File: config.mk
export PLATFORM = sky130hd
export DESIGN_NAME = memory_be_pipe
export DESIGN_NICKNAME = d
export VERILOG_FILES = /design/src/rtl/memory_pkg.sv /design/src/rtl/memory_rd_pipe.sv /design/src/rtl/memory_be_pipe.sv
export SDC_FILE = /design/constraint.sdc
export NUM_CORES = 1
export LEC_CHECK = 0
export CAP_MARGIN = 25
export CELL_PAD_IN_SITES_DETAIL_PLACEMENT = 0
export CELL_PAD_IN_SITES_GLOBAL_PLACEMENT = 1
export CORE_MARGIN = 3
export CORE_UTILIZATION = 52
export CTS_BUF_LIST = sky130_fd_sc_hd__clkbuf_8
export CTS_CLUSTER_DIAMETER = 120
export DETAILED_ROUTE_END_ITERATION = 10
export PLACE_DENSITY_LB_ADDON = 0.1
export SYNTH_ARGS = -nofsm -noshare
export SYNTH_HDL_FRONTEND = slang
export SYNTH_HIERARCHICAL = 1
export SYNTH_SLANG_ARGS = --single-unit
File: constraint.sdc
create_clock -name clk -period 8.1 [get_ports clk]
set_clock_uncertainty 0.1 [all_clocks]
set_input_delay 0.81 -clock clk [delete_from_list [all_inputs] [get_ports clk]]
set_output_delay 0.81 -clock clk [all_outputs]
set_load 0.02 [all_outputs]
File: src/rtl/memory_pkg.sv
// Shared types and helpers for the byte-enable pipelined memory.
//   mem_state_t    : sequencer state (clear sweep, then ready for requests)
//   RD_LATENCY_MAX : largest supported read latency
//   strb_merge     : byte-wise merge of new data into an old word
package memory_pkg;

    typedef enum logic [0:0] {
        ST_CLEAR,
        ST_READY
    } mem_state_t;

    localparam int unsigned RD_LATENCY_MAX = 4;
    localparam int unsigned MERGE_WIDTH    = 128;
    localparam int unsigned MERGE_STRB     = MERGE_WIDTH / 8;

    // Operates on the widest legal word. Callers zero-extend their operands
    // and keep the low DATA_WIDTH bits of the result.
    function automatic logic [MERGE_WIDTH-1:0] strb_merge(
        input logic [MERGE_WIDTH-1:0] old_word,
        input logic [MERGE_WIDTH-1:0] new_word,
        input logic [MERGE_STRB-1:0]  strb
    );
        logic [MERGE_WIDTH-1:0] res;
        res = old_word;
        for (int i = 0; i < int'(MERGE_STRB); i++) begin
            if (strb[i]) begin
                res[8*i +: 8] = new_word[8*i +: 8];
            end
        end
        return res;
    endfunction

endpackage

File: src/rtl/memory_rd_pipe.sv
// Read response pipeline: RD_LATENCY-deep valid/data shift register.
//   clk, reset       : clock, synchronous active-high reset (drops all entries)
//   in_valid_i/data_i: read accepted this edge and the word read from the array
//   out_valid_o/data_o: response; out_data_o holds the last response when idle
module memory_rd_pipe #(
    parameter int unsigned DATA_WIDTH = 32,
    parameter int unsigned RD_LATENCY = 1
) (
    input  logic                  clk,
    input  logic                  reset,
    input  logic                  in_valid_i,
    input  logic [DATA_WIDTH-1:0] in_data_i,
    output logic                  out_valid_o,
    output logic [DATA_WIDTH-1:0] out_data_o
);

    logic [RD_LATENCY-1:0] valid_q;
    logic [DATA_WIDTH-1:0] data_q [RD_LATENCY];

    // Data stages only load behind a valid entry, so the last stage keeps the
    // most recent response through bubbles.
    always_ff @(posedge clk) begin
        if (reset) begin
            valid_q <= '0;
            for (int i = 0; i < int'(RD_LATENCY); i++) begin
                data_q[i] <= '0;
            end
        end else begin
            valid_q[0] <= in_valid_i;
            if (in_valid_i) begin
                data_q[0] <= in_data_i;
            end
            for (int i = 1; i < int'(RD_LATENCY); i++) begin
                valid_q[i] <= valid_q[i-1];
                if (valid_q[i-1]) begin
                    data_q[i] <= data_q[i-1];
                end
            end
        end
    end

    assign out_valid_o = valid_q[RD_LATENCY-1];
    assign out_data_o  = data_q[RD_LATENCY-1];

endmodule

File: src/rtl/memory_be_pipe.sv
// Word memory with per-byte write strobes, valid/ready request port and a
// pipelined read response. After every reset the array is swept to zero, one
// word per cycle, before requests are accepted.
//   clk, reset          : clock, synchronous active-high reset
//   req_valid/req_ready : request handshake (ready low while clearing)
//   req_we, req_addr    : 1 = write, 0 = read; word address
//   req_wstrb, req_wdata: byte enables and data for writes
//   rsp_valid, rsp_rdata: read response, RD_LATENCY cycles after acceptance
//   init_busy           : array clear in progress
module memory_be_pipe
    import memory_pkg::*;
#(
    parameter int unsigned ADDR_WIDTH = 4,
    parameter int unsigned DATA_WIDTH = 32,
    parameter int unsigned RD_LATENCY = 1,
    parameter int unsigned STRB_WIDTH = DATA_WIDTH / 8
) (
    input  logic                  clk,
    input  logic                  reset,
    input  logic                  req_valid,
    output logic                  req_ready,
    input  logic                  req_we,
    input  logic [ADDR_WIDTH-1:0] req_addr,
    input  logic [STRB_WIDTH-1:0] req_wstrb,
    input  logic [DATA_WIDTH-1:0] req_wdata,
    output logic                  rsp_valid,
    output logic [DATA_WIDTH-1:0] rsp_rdata,
    output logic                  init_busy
);

    localparam int unsigned DEPTH = 2 ** ADDR_WIDTH;

    mem_state_t            state_q, state_d;
    logic [ADDR_WIDTH-1:0] cnt_q, cnt_d;
    logic                  ready_q, busy_q;
    logic                  clear_en;
    logic [DATA_WIDTH-1:0] mem_q [DEPTH];

    logic                   accept, wr_en, rd_en;
    logic [MERGE_WIDTH-1:0] old_ext, new_ext, merged_ext;
    logic [MERGE_STRB-1:0]  strb_ext;
    logic [DATA_WIDTH-1:0]  wr_word;
    logic                   unused_merge;

    // Sequencer: sweep every address once, then stay ready until reset.
    always_comb begin
        state_d  = state_q;
        cnt_d    = cnt_q;
        clear_en = 1'b0;
        unique case (state_q)
            ST_CLEAR: begin
                clear_en = 1'b1;
                cnt_d    = cnt_q + 1'b1;
                if (cnt_q == '1) begin
                    state_d = ST_READY;
                end
            end
            ST_READY: ;
            default:  state_d = ST_CLEAR;
        endcase
    end

    // ready/busy are flopped from state_d so they flip on the same edge.
    always_ff @(posedge clk) begin
        if (reset) begin
            state_q <= ST_CLEAR;
            cnt_q   <= '0;
            ready_q <= 1'b0;
            busy_q  <= 1'b1;
        end else begin
            state_q <= state_d;
            cnt_q   <= cnt_d;
            ready_q <= (state_d == ST_READY);
            busy_q  <= (state_d == ST_CLEAR);
        end
    end

    assign req_ready = ready_q;
    assign init_busy = busy_q;

    assign accept = req_valid & ready_q;
    assign wr_en  = accept & req_we;
    assign rd_en  = accept & ~req_we;

    always_comb begin
        old_ext                    = '0;
        new_ext                    = '0;
        strb_ext                   = '0;
        old_ext[DATA_WIDTH-1:0]    = mem_q[req_addr];
        new_ext[DATA_WIDTH-1:0]    = req_wdata;
        strb_ext[STRB_WIDTH-1:0]   = req_wstrb;
        merged_ext                 = strb_merge(old_ext, new_ext, strb_ext);
        wr_word                    = merged_ext[DATA_WIDTH-1:0];
    end

    // Upper merge bits are always zero for narrow words.
    assign unused_merge = ^merged_ext;

    // Array is left untouched while reset is held.
    always_ff @(posedge clk) begin
        if (!reset) begin
            if (clear_en) begin
                mem_q[cnt_q] <= '0;
            end else if (wr_en) begin
                mem_q[req_addr] <= wr_word;
            end
        end
    end

    memory_rd_pipe #(
        .DATA_WIDTH (DATA_WIDTH),
        .RD_LATENCY (RD_LATENCY)
    ) u_rd_pipe (
        .clk         (clk),
        .reset       (reset),
        .in_valid_i  (rd_en),
        .in_data_i   (mem_q[req_addr]),
        .out_valid_o (rsp_valid),
        .out_data_o  (rsp_rdata)
    );

endmodule
# [Word-level counts from Yosys, hierarchy flattened]
# Memories as Yosys holds them, arrays and structs flattened.
# Index checks and enable logic that the tools add are counted.
[word_totals] ramBits=544 output_inout_bits=35 n_memories=2 reg_bits=7
[classes] add_sub_neg=1 reduce_logical=2 muxes=23 eq_ne=1 bitwise=5
[mem_list] memory="mem_q" words=16 width=32 rd=1 rd_ports_with_merged_regs=0 write_ports=1 line="memory_be_pipe.sv:37" source="logic [DATA_WIDTH-1:0] mem_q [DEPTH];"
[mem_list] memory="u_rd_pipe.data_q" words=1 width=32 rd=1 rd_ports_with_merged_regs=0 write_ports=1 line="memory_rd_pipe.sv:18" source="logic [DATA_WIDTH-1:0] data_q [RD_LATENCY];"
[ops] cell="$mux 32" count=2
[ops] cell="$reduce_or 32->1" count=2
[ops] cell="$mux 8" count=4
[ops] cell="$mux 1" count=16
[ops] cell="$add 4x1->4 const B" count=1
[ops] cell="$eq 4x4->1 const B" count=1
[ops] cell="$mux 4" count=1
[ops] cell="$and 1x1->1" count=3
[ops] cell="$not 1->1" count=2

# [Logic depth before layout (Yosys ltp)]
# Gate-level depths: netlist of run 1.
[logic_depth] word_depth=8 ltp_mapped=8 ltp_nobuf=5

# [Cells and area by module]
# The synthesis of run 1 kept the hierarchy.
[modules_own_cells] mod="memory_be_pipe" area_per_inst_um2=20379.5 n_inst=1 cells_per_inst=1068
[modules_own_cells] mod="memory_rd_pipe" area_per_inst_um2=1315.0 n_inst=1 cells_per_inst=73

# [Worst setup path after synthesis of run 1]
# Ideal clock, no wire load.
[synth_timing] path_type="input port to flip-flop" start="input port req_addr[0]" end="memory mem_q[2][0] (enable)" arrival_time_ns=3.052 slack_ns=4.527 setup_time_ns=0.421 stages=6 path_buffers=3 path_cell_list="buf_6 > nor2b_1 > clkbuf_1 > clkbuf_1 > a21oi_1 > nor2_1"
[synth_between] elab_chain_len=1
[synth_rtl] item="start: declaration" line="memory_be_pipe.sv:23" source="input logic [ADDR_WIDTH-1:0] req_addr,"
[synth_rtl] item="$mux 4 (no line)"
[synth_rtl] item="end: declaration" line="memory_be_pipe.sv:37"
# No other way between the ends.

==> summary.md, run 1 <==
| Metric | Value |
|---|---|
| Status | finished clean |
| CTS Root Cell | sky130_fd_sc_hd__clkbuf_8 |
| Gates resized, CTS repair | 0 |
| Final clock period utilization by the worst path | about half |
| Std-Cell Rows | 74 |
| Total length of routed wires | 51940 um |
| Vias in the first global route | 11650 |
| Area of the die | 44210 um2 |
| Floorplan die height | approximately 210 um |
| Class of the most critical setup path | primary input to register |
| Worst rel slew slack | between 20% and 30% |
| Mean post-synth cell area | about 19 um2 |
| Flip-flop and latch count after synthesis | roughly 550 |
| Data required time of the worst path | approximately 8.3 ns |
| Number of enable flip-flop cells after synthesis | between 500 and 600 |
| Crit path arrival time | approximately 4.3 ns |
| Global-route wire length before repair | ~77000 um |
| Largest net degree at the start of global routing | between 80 and 90 |
| Synthesized net count | ~1200 |
| Crit path setup slack, layout | slightly above 4 ns |
| Number of buffers created by CTS | 91 |
| Antenna-violating nets left | 0 |
| Per-cell via count in the routed design | slightly above 6 |
| Setup_tns | 0 ns |
| Achievable frequency | between 200 and 250 MHz |
| Routability cong. | ~0.7 |
| CTS Hold Bufs | 0 |
| Worst-Margin Slew | approximately 1.1 ns |
| # placed instances | roughly 1700 |
| Number of distinct library cells after synthesis | 36 |
| Number of H-tree levels | 3 |
| First drt pass iteration count | 5 |
| Buffers from clock root to sink, at most | 3 |
| Post-detail-place hpwl | around 26000 um |
| Number of max-cap violations | 0 |
| Portion of the post-synthesis area used by sequential elements | between 70 and 80% |
| Static Leakage | around 9.2 nW |
| Top-area cell type share of the netlist area | ~75% |
| Synth area leader | sky130_fd_sc_hd__edfxtp_1 |
| Power per Cell Area | between 200 and 250 nW/um2 |
| Mapped Cells | approximately 1100 |
| IO Port Bufs | 78 |
| Hold Crit Class | register to register |
| Clock latency on the worst-skew pair | approximately 0.64 ns |
| Min Tclk post-route | roughly 4 ns |
| Mean routed wirelength per cell | 27.48 um |
| All-Layer GR Usage | 23.95% |
| X dimension of the die | 210.3 um |
| Mapped cell area | ~22000 um2 |
| Ys Warns | 6 |
| Starting utilization of the core area | ~53% |
| Synthesis-to-layout area growth | 14.45% |
| Unrepaired setup endpoints after global routing | no |
| Final hold violation count | 0 |
| Synth top cells by count | sky130_fd_sc_hd__edfxtp_1, sky130_fd_sc_hd__mux2i_1, sky130_fd_sc_hd__mux4_2 |
| Post-CTS setup repair buffer count | 0 |
| Antenna fix cells | 0 |
| Final number of max-transition violations | 0 |
| Peak ir drop on the vdd network | approximately 130 uV |
| DR vias | approximately 11000 |
| Place WS | between 3 and 4 ns |
| Number of top-level pins | 79 |
| Area contributors post-synth | sky130_fd_sc_hd__edfxtp_1, sky130_fd_sc_hd__mux4_2, sky130_fd_sc_hd__mux2i_1 |
| Total power of the final layout | between 0.005 and 0.006 W |
| Core footprint | between 40000 and 50000 um2 |
| Endpoint type of the worst setup path | register |
| Crit-path max FO | 81 |
| Kind of launch point of the worst setup path | primary input |
| Most frequent cell after synthesis | sky130_fd_sc_hd__edfxtp_1 |
| Number of nets at the end of the flow | approximately 1300 |
| Setup-violating endpoint count in the final report | 0 |
| Fraction of final layout cells sized beyond drive strength 1 | about 19% |
| Clock-pin slew of the registers on the worst-case setup and hold paths | 0.06 ns |
| Post-synthesis async set-or-reset flop share | 0% |
| Total overflow reported by the global router | 0 |
| Prevailing post-synth register cell | sky130_fd_sc_hd__edfxtp_1 |
| Post-detailed-route DRC marker count | 0 |
| Number of standard cells in the layout, taps in and fillers out | 1890 |
| Clock tree from TritonCTS | done |
| Starting DRC count in detailed routing | 1078 |
| Clock net sink count | around 550 |
| Number of antenna violations at the first check in global routing | 1 |
[worst max-delay path, stage by stage]
cell and delay (ns):
sky130_fd_sc_hd__buf_6 0.69, sky130_fd_sc_hd__buf_4 0.81, sky130_fd_sc_hd__nor2b_4 0.41, sky130_fd_sc_hd__a221oi_1 0.36, sky130_fd_sc_hd__o21ai_1 0.13, sky130_fd_sc_hd__a31oi_1 0.90
[final timing paths]
path                    startpoint                     end  slack, ns  cells past startpoint
max                    req_addr[2]  mem_q[9][13]$_DFFE_PP_       4.02                      6
min          cnt_q[3]$_SDFFE_PP0N_   cnt_q[3]$_SDFFE_PP0N_       0.49                      2
max reg2reg   req_ready$_SDFF_PP0_   mem_q[3][9]$_DFFE_PP_       4.55                      6
min reg2reg  cnt_q[3]$_SDFFE_PP0N_   cnt_q[3]$_SDFFE_PP0N_       0.49                      2
[flip-flops by register name, summed over array words and instances, names as in the netlist]
signal	count
u_rd_pipe/out_valid_o	1
cnt_q	4
init_busy	1
mem_q	512
u_rd_pipe/data_q	32
req_ready	1
[metrics by stage]
stage | hold slack, ns | cell area [um2] | util, %
after floorplan | 0.4152 | 21690 | -
after global placement | 0.4696 | 23000 | 56.07
after detailed placement | 0.4612 | 23030 | 56.16
after CTS | 0.4827 | 24580 | 59.94
after global routing | 0.5264 | 24830 | 60.54
final | 0.4927 | 24830 | 60.54
[logic make-up (layout without fill, tap and decap cells)]
family | after synthesis | after routing | share of synthesized area (%)
flops | 551 | 551 | 75.94
buf+inv | 81 | 298 | 2.272
xor+xnor | 3 | 3 | 0.1211
fa+ha+maj | 1 | 1 | 0.05766
compound gates | 199 | 199 | 5.923
simple gates | 111 | 111 | 2.988
mux | 195 | 195 | 12.69
[placed cells by master (no fill, tap or decap), types with 2 or more instances in the layout]
cell and count:
sky130_fd_sc_hd__a221oi_1 63, sky130_fd_sc_hd__and3b_1 24, sky130_fd_sc_hd__nor3b_1 2, sky130_fd_sc_hd__nand4b_1 2, sky130_fd_sc_hd__mux4_2 64, sky130_fd_sc_hd__nor2_4 17
sky130_fd_sc_hd__a21oi_1 5, sky130_fd_sc_hd__o21ai_0 37, sky130_fd_sc_hd__nor2b_1 3, sky130_fd_sc_hd__nor2_1 7, sky130_fd_sc_hd__clkbuf_4 7, sky130_fd_sc_hd__xor2_1 2
sky130_fd_sc_hd__clkbuf_8 92, sky130_fd_sc_hd__clkinvlp_4 3, sky130_fd_sc_hd__nand2_1 37, sky130_fd_sc_hd__mux2i_1 130, sky130_fd_sc_hd__inv_1 41, sky130_fd_sc_hd__clkinv_2 2
sky130_fd_sc_hd__o21ai_1 59, sky130_fd_sc_hd__nor2b_4 2, sky130_fd_sc_hd__a31oi_1 34, sky130_fd_sc_hd__dfxtp_1 7, sky130_fd_sc_hd__buf_2 2, sky130_fd_sc_hd__buf_4 50
sky130_fd_sc_hd__buf_6 2, sky130_fd_sc_hd__clkinv_1 20, sky130_fd_sc_hd__or2_2 3, sky130_fd_sc_hd__edfxtp_1 544, sky130_fd_sc_hd__clkdlybuf4s50_1 73, sky130_fd_sc_hd__and3b_2 9
[where the power goes]
group	switching [W]	internal [W]
Sequential	0.0000103	0.00313
Combinational	0.000180	0.000109
Clock	0.00105	0.00108
[layout make-up]
class / count / area (um2)
Clock buffer: 92 / 1266
Clock inverter: 62 / 285.3
Fill cell: 3027 / 16190
Inverter: 8 / 30.03
Multi-Input combinational cell: 509 / 4868
Sequential cell: 551 / 16480
Tap cell: 532 / 665.6
Timing Repair Buffer: 136 / 1239
[metal layers]
| layer | vias to the layer above | wire (um) | part of all wire (%) | global-route usage, % |
|---|---|---|---|---|
| li1 | 5032 | - | - | - |
| met1 | 5948 | 23050 | 44 | 35.24 |
| met2 | 403 | 24770 | 48 | 38.13 |
| met3 | 74 | 3209 | 6.2 | 4.167 |
| met4 | 0 | 917 | 1.8 | 5.813 |
| met5 | - | 0 | 0 | 0 |
No activity file was read; power rests on OpenSTA's default activity.
==> run 2, diff against run 1 <==
==> constraint.sdc (replaced) <==
create_clock -name clk -period 3.9 [get_ports clk]
set_clock_uncertainty 0.1 [all_clocks]
set_input_delay 0.39 -clock clk [delete_from_list [all_inputs] [get_ports clk]]
set_output_delay 0.39 -clock clk [all_outputs]
set_load 0.02 [all_outputs]
==> summary.md, run 2 (synthesis gave the netlist of run 1 again) <==
| Metric | Value |
|---|---|
| Worst-Margin Slew | 1.077 ns (-0.01787 ns) |
| Clock power share | 39.0% (+0.8 points) |
| Status | finished clean |
| Starting DRC count in detailed routing | 1197 (+11%) |
| X dimension of the die | 210.3 um (unchanged) |
| Largest registers ranked by flip-flop count | mem_q (512), u_rd_pipe/data_q (32), cnt_q (4) |
| Area of the die | 44210 um2 (unchanged) |
| Worst Hold Depth | 3 (+1) |
| Buffers from clock root to sink, at most | 3 (unchanged) |
| Worst rel slew slack | 27.83% (+1.2 points) |
| Switching power share of the total | 22.12% (-0.15 points) |
| Global-route wire length before repair | 75980 um (-1.3%) |
| Crit-path most repeated cell | sky130_fd_sc_hd__buf_4 |
| Register containing the most flip-flops in the final layout | mem_q |
| Power per Cell Area | 464.6 nW/um2 (+110%) |
| Final clock period utilization by the worst path | 72.84% |
| Worst R2R Setup Slack | 1.06 ns (-3.49 ns) |
| Internal Dissipation | 0.009133 W (+110%) |
| Clock latency on the worst-skew pair | 0.64 ns (about the same) |
| Routability cong. | 0.7583 (+7.3%) |
| Number of max-cap violations | 0 (unchanged) |
| Mean routed wirelength per cell | 26.94 um (-2.0%) |
| Clock tree from TritonCTS | done |
| CTS Root Cell | sky130_fd_sc_hd__clkbuf_8 |
| Met2 WL post-DR | 25120 um (+1.4%) |
| Leading cell type in the layout, fill and taps excluded | sky130_fd_sc_hd__edfxtp_1 |
| Synthesis-to-layout area growth | 16.34% |
| Net switching component of the power | 0.002594 W (+110%) |
| Cell family with most CP delay | buffers and inverters |
| Worst reg2reg path depth | 6 (unchanged) |
| Number of top-level pins | 79 (unchanged) |
| Class of the most critical setup path | register to register |
| Hold Crit Class | primary input to register |
| Number of H-tree levels | 3 (unchanged) |
| Routed length on met1 | 22430 um (-2.7%) |
| Endpoint type of the worst setup path | register |
| Area after DPL | 23500 um2 (+2.0%) |
| First drt pass iteration count | 5 (unchanged) |
| Gates resized, CTS repair | 0 (unchanged) |
| Top routing layer used | met4 |
| Largest stage delay, worst path | 0.55 ns (-0.35 ns) |
| Fraction of power consumed by sequential logic | 55.6% (-1.0 points) |
| Data required time of the worst path | 4.07 ns (-4.21 ns) |
| CTS Hold Bufs | 0 (unchanged) |
| Total length of routed wires | 51640 um (-0.59%) |
| Combinational cell fraction of total power | 5.3% (about the same) |
| Number of buffers created by CTS | 87 (-4.4%) |
| Floorplan die height | 210.3 um (unchanged) |
| Core footprint | 41020 um2 (unchanged) |
| Unrepaired setup endpoints after global routing | no |
| Peak ir drop on the vdd network | 378.0 uV (+190%) |
| Antenna fix cells | 0 (unchanged) |
| Largest net degree at the start of global routing | 58 (-29%) |
| Total overflow reported by the global router | 0 (unchanged) |
| Number of antenna violations at the first check in global routing | 0 (-1) |
| Number of buffers and inverters on the critical path | 3 (+1) |
| Post-detail-place hpwl | 28830 um (+11%) |
| Per-cell via count in the routed design | 5.998 (-1.1%) |
| Std-Cell Rows | 74 (unchanged) |
| Final number of max-transition violations | 0 (unchanged) |
| All-Layer GR Usage | 23.72% (-0.23 points) |
| Crit path arrival time | 3.01 ns (-1.25 ns) |
| IO Port Bufs | 78 (unchanged) |
| DR vias | 11500 (+0.36%) |
| Crit-path max FO | 26 (-68%) |
| Post-detailed-route DRC marker count | 0 (unchanged) |
| Kind of launch point of the worst setup path | register |
| Setup-violating endpoint count in the final report | 0 (unchanged) |
| Cells along the critical path | and4b_2 -> buf_4 -> a21oi_1 -> buf_4 -> nor2_4 -> buf_4 |
| Static Leakage | 9.376 nW (+1.9%) |
| Total length of routed met3 wires | 3224 um (+0.47%) |
| Number of flip-flops under the largest register name | 512 (unchanged) |
| Highest-count cells in the layout ignoring fill and taps | sky130_fd_sc_hd__edfxtp_1, sky130_fd_sc_hd__mux2i_1, sky130_fd_sc_hd__clkbuf_8 |
| Clock net sink count | 551 (unchanged) |
| Fraction of final layout cells sized beyond drive strength 1 | 21.73% (+2.4 points) |
| Number of nets at the end of the flow | 1365 (+1.7%) |
| Clock-pin slew of the registers on the worst-case setup and hold paths | 0.06 ns (about the same) |
| Min Tclk post-route | ~2.8 ns |
| Vias in the first global route | 11670 (+0.14%) |
| Number of cells on the critical path | 6 (unchanged) |
| Final hold violation count | 0 (unchanged) |
| Setup_tns | 0 ns (unchanged) |
| Post-CTS setup repair buffer count | 0 (unchanged) |
| CP max stage cell | sky130_fd_sc_hd__dfxtp_1 |
| Achievable frequency | ~350 MHz |
| Starting utilization of the core area | 52.89% (unchanged) |
| Antenna-violating nets left | 0 (unchanged) |
| Fin area | 25240 um2 (+1.6%) |
## run 2: cell types whose count changed in the layout (fill, tap and decap cells not counted), moves of 2 or more
cell | previous run | this run
sky130_fd_sc_hd__buf_4 | 50 | 67
sky130_fd_sc_hd__buf_12 | 1 | 14
sky130_fd_sc_hd__clkinv_2 | 2 | 14
sky130_fd_sc_hd__inv_1 | 41 | 30
sky130_fd_sc_hd__clkbuf_8 | 92 | 88
sky130_fd_sc_hd__bufinv_16 | 1 | 4
sky130_fd_sc_hd__clkbuf_4 | 7 | 5
## run 2: final timing paths
path,from,endpoint
worst max-delay path,req_ready$_SDFF_PP0_,mem_q[0][13]$_DFFE_PP_
worst min-delay path,reset,cnt_q[2]$_SDFFE_PP0N_
worst max register to register,req_ready$_SDFF_PP0_,mem_q[0][13]$_DFFE_PP_
worst min register to register,cnt_q[3]$_SDFFE_PP0N_,cnt_q[3]$_SDFFE_PP0N_
## run 2: area by class of cell
| cell class | instances | area [um2] |
|---|---|---|
| clock buffer | 88 | 1211 |
| multi-input combinational | 509 | 4862 |
| clock inverter | 66 | 410.4 |
| tap | 532 | 665.6 |
| inverter | 8 | 30.03 |
| fill | 3027 | 15780 |
| timing repair buffer | 163 | 1584 |
| sequential | 551 | 16480 |
## run 2: metal layers
layer  track usage [%]  vias up
met5                 0        -
met3             5.060       71
met1             33.46     5959
met4             5.789        0
met2             38.56      395
li1                  -     5073
## run 2: power by group through the flow
stage / combinational (W) / sequential [W] / clock (W)
final: 0.000624 / 0.00653 / 0.00458
after global routing: 0.000668 / 0.00653 / 0.00497
after CTS: 0.000631 / 0.00652 / 0.00468
after detailed placement: 0.000629 / 0.00665 / 0
after global placement: 0.000624 / 0.00665 / 0
after floorplan: 0.000358 / 0.00666 / 0
## run 2: through the flow
| stage | utilization, % | setup slack (ns) | hold WS, ns | total power, W | cells |
|---|---|---|---|---|---|
| after floorplan | - | 0.7466 | 0.3624 | 0.007019 | 1141 |
| after global placement | 57.17 | 0.6524 | 0.4667 | 0.007270 | 1742 |
| after detailed placement | 57.29 | 0.6668 | 0.4755 | 0.007277 | 1747 |
| after CTS | 61.24 | 0.9909 | 0.2050 | 0.01184 | 1901 |
| after global routing | 61.53 | 0.9011 | 0.2353 | 0.01216 | 1917 |
| final | 61.53 | 1.059 | 0.2420 | 0.01173 | 1917 |
## run 2: worst min-delay path, stage by stage
cell and delay, ns:
sky130_fd_sc_hd__buf_2 0.11, sky130_fd_sc_hd__buf_4 0.29, sky130_fd_sc_hd__nor2_1 0.15
==> variant 1: new RTL, settings of run 2 <==
`RD_LATENCY` is set to 1 in 2 places; all go to 2.
--- a/src/rtl/memory_rd_pipe.sv
+++ b/src/rtl/memory_rd_pipe.sv
@@ -4,7 +4,7 @@
 //   out_valid_o/data_o: response; out_data_o holds the last response when idle
 module memory_rd_pipe #(
     parameter int unsigned DATA_WIDTH = 32,
-    parameter int unsigned RD_LATENCY = 1
+    parameter int unsigned RD_LATENCY = 2
 ) (
     input  logic                  clk,
     input  logic                  reset,
--- a/src/rtl/memory_be_pipe.sv
+++ b/src/rtl/memory_be_pipe.sv
@@ -12,7 +12,7 @@
 #(
     parameter int unsigned ADDR_WIDTH = 4,
     parameter int unsigned DATA_WIDTH = 32,
-    parameter int unsigned RD_LATENCY = 1,
+    parameter int unsigned RD_LATENCY = 2,
     parameter int unsigned STRB_WIDTH = DATA_WIDTH / 8
 ) (
     input  logic                  clk,
Check against the original RTL: no difference found for any inputs over 4 cycles, from zero or initial values and one cycle with reset high; that may be too few to reach the edited logic, so the function may still have changed.
==> variant 1 against run 2 <==
  * Routed wire length is 3.9% higher
  * Sequential cell count is 33 higher
  * Setup slack worse by 0.036 ns
  * Total power is 6.4% higher
  * Utilization is 0.39 points lower
  * Largest power group unchanged
  * Highest routed layer unchanged
  * Critical path type unchanged
  * Final area is 5.5% higher
  * Global-route usage is 0.57 points lower
  * Die area is 6.7% higher
  * Synthesized area is 6.9% higher
  * Largest cell class unchanged
==> variant 1: results <==
metrics = {
    "detailed_routing": {
        "via_per_inst": 5.88,
        "wl_per_cell_um": 26.0,
        "drt_pass1_iterations": 5,
        "num_vias": 12100,
        "drt_iter0_drc": 1192,
    },
    "synth": {
        "yosys_warnings": 6,
        "netlist-cell-type-count": 38,
        "syn_nets": 1287,
        "synth_area_leaders": "edfxtp_1, mux4_2, mux2i_1",
        "async_reset_ff_share_pct": 0,
        "ys_seq_area_share_pct": 75.2,
        "synth_common_cells": "edfxtp_1, mux2i_1, mux4_2",
        "synth_edf_count": 576,
        "synth_flop_cell": "edfxtp_1",
        "syn_area_per_cell_um2": 18.7,
    },
    "min_path": {
        "hp-class": "input pin to register",
    },
    "pwr": {
        "p_int_w": 0.00969,
        "p_leak_nw": 9.84,
        "ir_worst_vdd_mv": 0.371,
    },
    "placed_design": {
        "place.port_buffers": 78,
        "hpwl_mm": 32.7,
        "dp_cells": 1881,
        "routabilityCongestion": 0.778,
    },
    "cells_and_area": {
        "nNetsFinal": 1441,
        "top_regs": "mem_q x512, u_rd_pipe/data_q x64, cnt_q x4",
        "drive_above_1_share_pct": 23.8,
    },
    "global_routing": {
        "grt_max_degree": 65,
        "track_usage_pct": 23.1,
        "antenna_found_initial": 2,
        "grt_pass1_wl_mm": 79.6,
    },
    "run_status": {
        "status": "complete, no violations",
    },
    "setup_path": {
        "worstPathMaxFanout": 19,
        "critPathArrivalTime_ns": 3.09,
    },
    "clock_tree": {
        "insertion_delay_ns": 0.66,
        "cts.reportedPaths.clkPinSlew_ns": 0.06,
        "cts_setup_buffers": 0,
        "clock_path_buffers": 3,
        "cts_root_buf": "clkbuf_8",
        "htreeDepth": 3,
        "cts_buffers": 93,
        "cts_resized": 0,
    },
    "timing": {
        "relSlewSlack_pct": 37.2,
    },
}
variant 1: changes by cell type in the layout (fill, tap and decap cells not counted), moves of 3 or more:
| cell | before | now |
|---|---|---|
| and3b_1 | 24 | 1 |
| buf_4 | 67 | 78 |
| and2_4 | 0 | 40 |
| clkbuf_4 | 5 | 2 |
| buf_12 | 14 | 6 |
| clkbuf_8 | 88 | 98 |
| clkinv_2 | 14 | 23 |
| edfxtp_1 | 544 | 576 |
| and3b_2 | 9 | 0 |
| and2_1 | 1 | 25 |
variant 1: power groups by stage:
stage | sequential (W) | combinational, W | clock [W]
floorplan | 0.00705 | 0.000391 | 0
global placement | 0.00705 | 0.000654 | 0
detailed placement | 0.00706 | 0.000656 | 0
CTS | 0.00693 | 0.000658 | 0.00502
global route | 0.00693 | 0.000695 | 0.00533
finish | 0.00693 | 0.000656 | 0.00489
variant 1: cells by family after synthesis:
kind of cell	share of synthesized area (%)
XOR/XNOR	0.113
AO/OA/AOI/OAI	5.61
flip-flops	75.2
adder cells (fa/ha/maj)	0.0539
AND/OR/NAND/NOR	3.75
buffers and inverters	3.35
multiplexers	11.9
variant 1: path summary, 6_finish.rpt:
check | from | endpoint | slack (ns) | cells past startpoint
worst min-delay path | req_addr[3] | u_rd_pipe/data_q[0][6] | 0.33 | 5
worst min register to register | u_rd_pipe/data_q[0][28] | u_rd_pipe/data_q[0][60] | 0.41 | 1
worst max-delay path | req_ready | mem_q[14][20] | 1.02 | 5
worst max register to register | req_ready | mem_q[14][20] | 1.02 | 5
variant 1: metrics by stage:
| stage | util, % | instance area, µm² | power (W) | setup slack [ns] |
|---|---|---|---|---|
| after floorplan | - | 23200 | 0.00744 | 0.769 |
| after global placement | 56.9 | 24800 | 0.00771 | 0.521 |
| after detailed placement | 57.0 | 24800 | 0.00771 | 0.674 |
| after CTS | 61.0 | 26600 | 0.0126 | 1.02 |
| after global routing | 61.1 | 26600 | 0.0130 | 0.886 |
| final | 61.1 | 26600 | 0.0125 | 1.02 |
variant 1: layout make-up:
| class | count | area (µm²) |
|---|---|---|
| antenna | 2 | 5.00 |
| clock buffer | 98 | 1350 |
| clock inverter | 74 | 409 |
| fill | 3271 | 16900 |
| inverter | 8 | 30.0 |
| multi-input combinational | 544 | 5100 |
| sequential | 584 | 17500 |
| tap | 585 | 732 |
| timing repair buffer | 165 | 1540 |
variant 1: worst max-delay path: stages, from the launching register on:
cell and delay, ns:
dfxtp_1 0.55, and4b_2 0.48, mux2_2 0.22, nand2_1 0.24, nor2_4 0.50, buf_4 0.40
variant 1: metal layers:
metal | global-route usage, % | vias up | part of all wire (%)
li1 | - | 5306 | -
met1 | 34.0 | 6266 | 44
met2 | 35.1 | 471 | 46
met3 | 5.32 | 62 | 8.6
met4 | 6.94 | 0 | 1.8
met5 | 0 | - | 0
==> variant 2: new RTL, config.mk and constraints of run 2 <==
Made on the original files. Make the reset (`reset`) asynchronous in 2 clocked blocks. Comments in the files are not updated.
--- a/src/rtl/memory_rd_pipe.sv
+++ b/src/rtl/memory_rd_pipe.sv
@@ -19,7 +19,7 @@
 
     // Data stages only load behind a valid entry, so the last stage keeps the
     // most recent response through bubbles.
-    always_ff @(posedge clk) begin
+    always_ff @(posedge clk or posedge reset) begin
         if (reset) begin
             valid_q <= '0;
             for (int i = 0; i < int'(RD_LATENCY); i++) begin
--- a/src/rtl/memory_be_pipe.sv
+++ b/src/rtl/memory_be_pipe.sv
@@ -61,7 +61,7 @@
     end
 
     // ready/busy are flopped from state_d so they flip on the same edge.
-    always_ff @(posedge clk) begin
+    always_ff @(posedge clk or posedge reset) begin
         if (reset) begin
             state_q <= ST_CLEAR;
             cnt_q   <= '0;
Behaviour: no difference found for any inputs over 4 cycles, from zero or initial values and one cycle with reset high; that may be too few to reach the edited logic, so the function may still have changed.
==> variant 2 against run 2 <==
  * Routed wire length shrank 1.8%
  * Sequential share of layout area down 1.5 points
  * Register-to-register slack got worse by 0.11 ns
  * Die area rose by 0.51%
  * Sequential cell count unchanged
  * Total power grew 8.4%
  * Via count is 0.49% higher
  * Setup slack worse by 0.40 ns
  * Cell count rose by 0.99%
  * Synthesized area up 0.52%
  * Final area up 1.5%
  * Critical path depth increased by 2
  * Count of clock-buffer cells in the layout is 18 higher
  * Critical path type is now input pin to register
==> variant 2: results <==
metrics = {
    "placed_design": {
        "hpwl_mm": 28.7,
        "routabilityCongestion": 0.748,
        "post_dp_cell_area_mm2": 0.0236,
        "preCtsSetupSlack_ns": 0.573,
        "dp_cells": 1755,
    },
    "cells_and_area": {
        "nFillCells": 3023,
        "nNetsFinal": 1375,
    },
    "setup_path": {
        "cp_slowest_cell": "dlygate4sd3_1",
        "cp_slowest_stage_delay_ns": 0.53,
        "worstPathMaxFanout": 24,
        "critPathArrivalTime_ns": 3.45,
    },
    "timing": {
        "relSlewSlack_pct": 41.0,
        "fmaxAchievable_ghz": 0.308,
    },
    "clock_tree": {
        "cts_buffers": 89,
    },
    "synth": {
        "synth_common_cells": "edfxtp_1, mux2i_1, a221oi_1",
        "ys_seq_area_share_pct": 75.0,
        "netlist-cell-type-count": 38,
        "syn_area_per_cell_um2": 18.9,
        "async_reset_ff_share_pct": 7.08,
    },
    "min_path": {
        "hp-class": "register to register",
    },
    "pwr": {
        "ir_worst_vdd_mv": 0.333,
        "p_leak_nw": 9.12,
        "power_switching_w": 0.00277,
    },
    "run_status": {
        "status": "complete, no violations",
    },
    "detailed_routing": {
        "via_per_inst": 5.97,
    },
}
==> variant 2: changes by cell type in the layout (fill, tap and decap cells not counted), moves of 15 or more <==
| cell | before | now |
|---|---|---|
| edfxtp_1 | 544 | 512 |
| mux2i_1 | 130 | 145 |
| clkbuf_8 | 88 | 106 |
| dfrtp_1 | 0 | 38 |
| and3b_1 | 24 | 0 |
| mux2_4 | 0 | 30 |
==> variant 2: logic make-up after synthesis <==
kind of cell               after synthesis  synth area share [%]
and+or+nand+nor                         81                  1.64
AOI/OAI and AO/OA                      199                  5.94
muxes                                  235                  14.8
DFF                                    551                  75.0
xor gates and xnor gates                 3                 0.121
buffers and inverters                   82                  2.50
adders and majority gates                1                0.0574
==> variant 2: final timing paths <==
| kind | startpoint | end | cells after the start |
|---|---|---|---|
| setup / recovery | reset | mem_q[8][19] | 8 |
| hold / removal | u_rd_pipe/out_data_o[12] | u_rd_pipe/out_data_o[12] | 1 |
| setup reg to reg | req_ready | mem_q[4][23] | 5 |
| hold reg to reg | u_rd_pipe/out_data_o[12] | u_rd_pipe/out_data_o[12] | 1 |
| max in group asynchronous | reset | u_rd_pipe/out_data_o[14] | 4 |
| min in group asynchronous | reset | cnt_q[3] | 3 |
==> variant 2: power groups by stage <==
| stage | logic (W) | clock network, W | registers [W] |
|---|---|---|---|
| 3_3_place_gp | 0.000904 | 0 | 0.00667 |
| 2_1_floorplan | 0.000476 | 0 | 0.00675 |
| 5_1_grt | 0.000984 | 0.00565 | 0.00656 |
| 4_1_cts | 0.000919 | 0.00536 | 0.00655 |
| 6_report | 0.000921 | 0.00524 | 0.00655 |
| 3_5_place_dp | 0.000914 | 0 | 0.00668 |
==> variant 2: layer usage <==
| metal | GRT usage [%] | part of all wire (%) | routed length, µm | vias up |
|---|---|---|---|---|
| met5 | 0 | 0 | 0 | - |
| met4 | 6.77 | 1.9 | 967 | 0 |
| met3 | 4.07 | 6.2 | 3150 | 90 |
| met2 | 37.0 | 48 | 24100 | 390 |
| met1 | 34.1 | 44 | 22500 | 5988 |
| li1 | - | - | - | 5086 |
==> variant 2: timing repair <==
item,4_1_cts,5_1_grt
hold buffers,1,0
resized for setup,0,0
endpoints found under the hold margin,5,0
setup endpoints to repair,0,0
==> variant 2: layout make-up <==
| type | instances | area, µm² | area share (%) |
|---|---|---|---|
| Sequential cell | 551 | 16400 | 63.8 |
| Tap cell | 532 | 666 | 2.60 |
| Timing Repair Buffer | 160 | 1600 | 6.24 |
| Clock buffer | 106 | 1460 | 5.69 |
| Inverter | 9 | 33.8 | 0.132 |
| Clock inverter | 59 | 460 | 1.80 |
| Multi-Input combinational cell | 519 | 5050 | 19.7 |
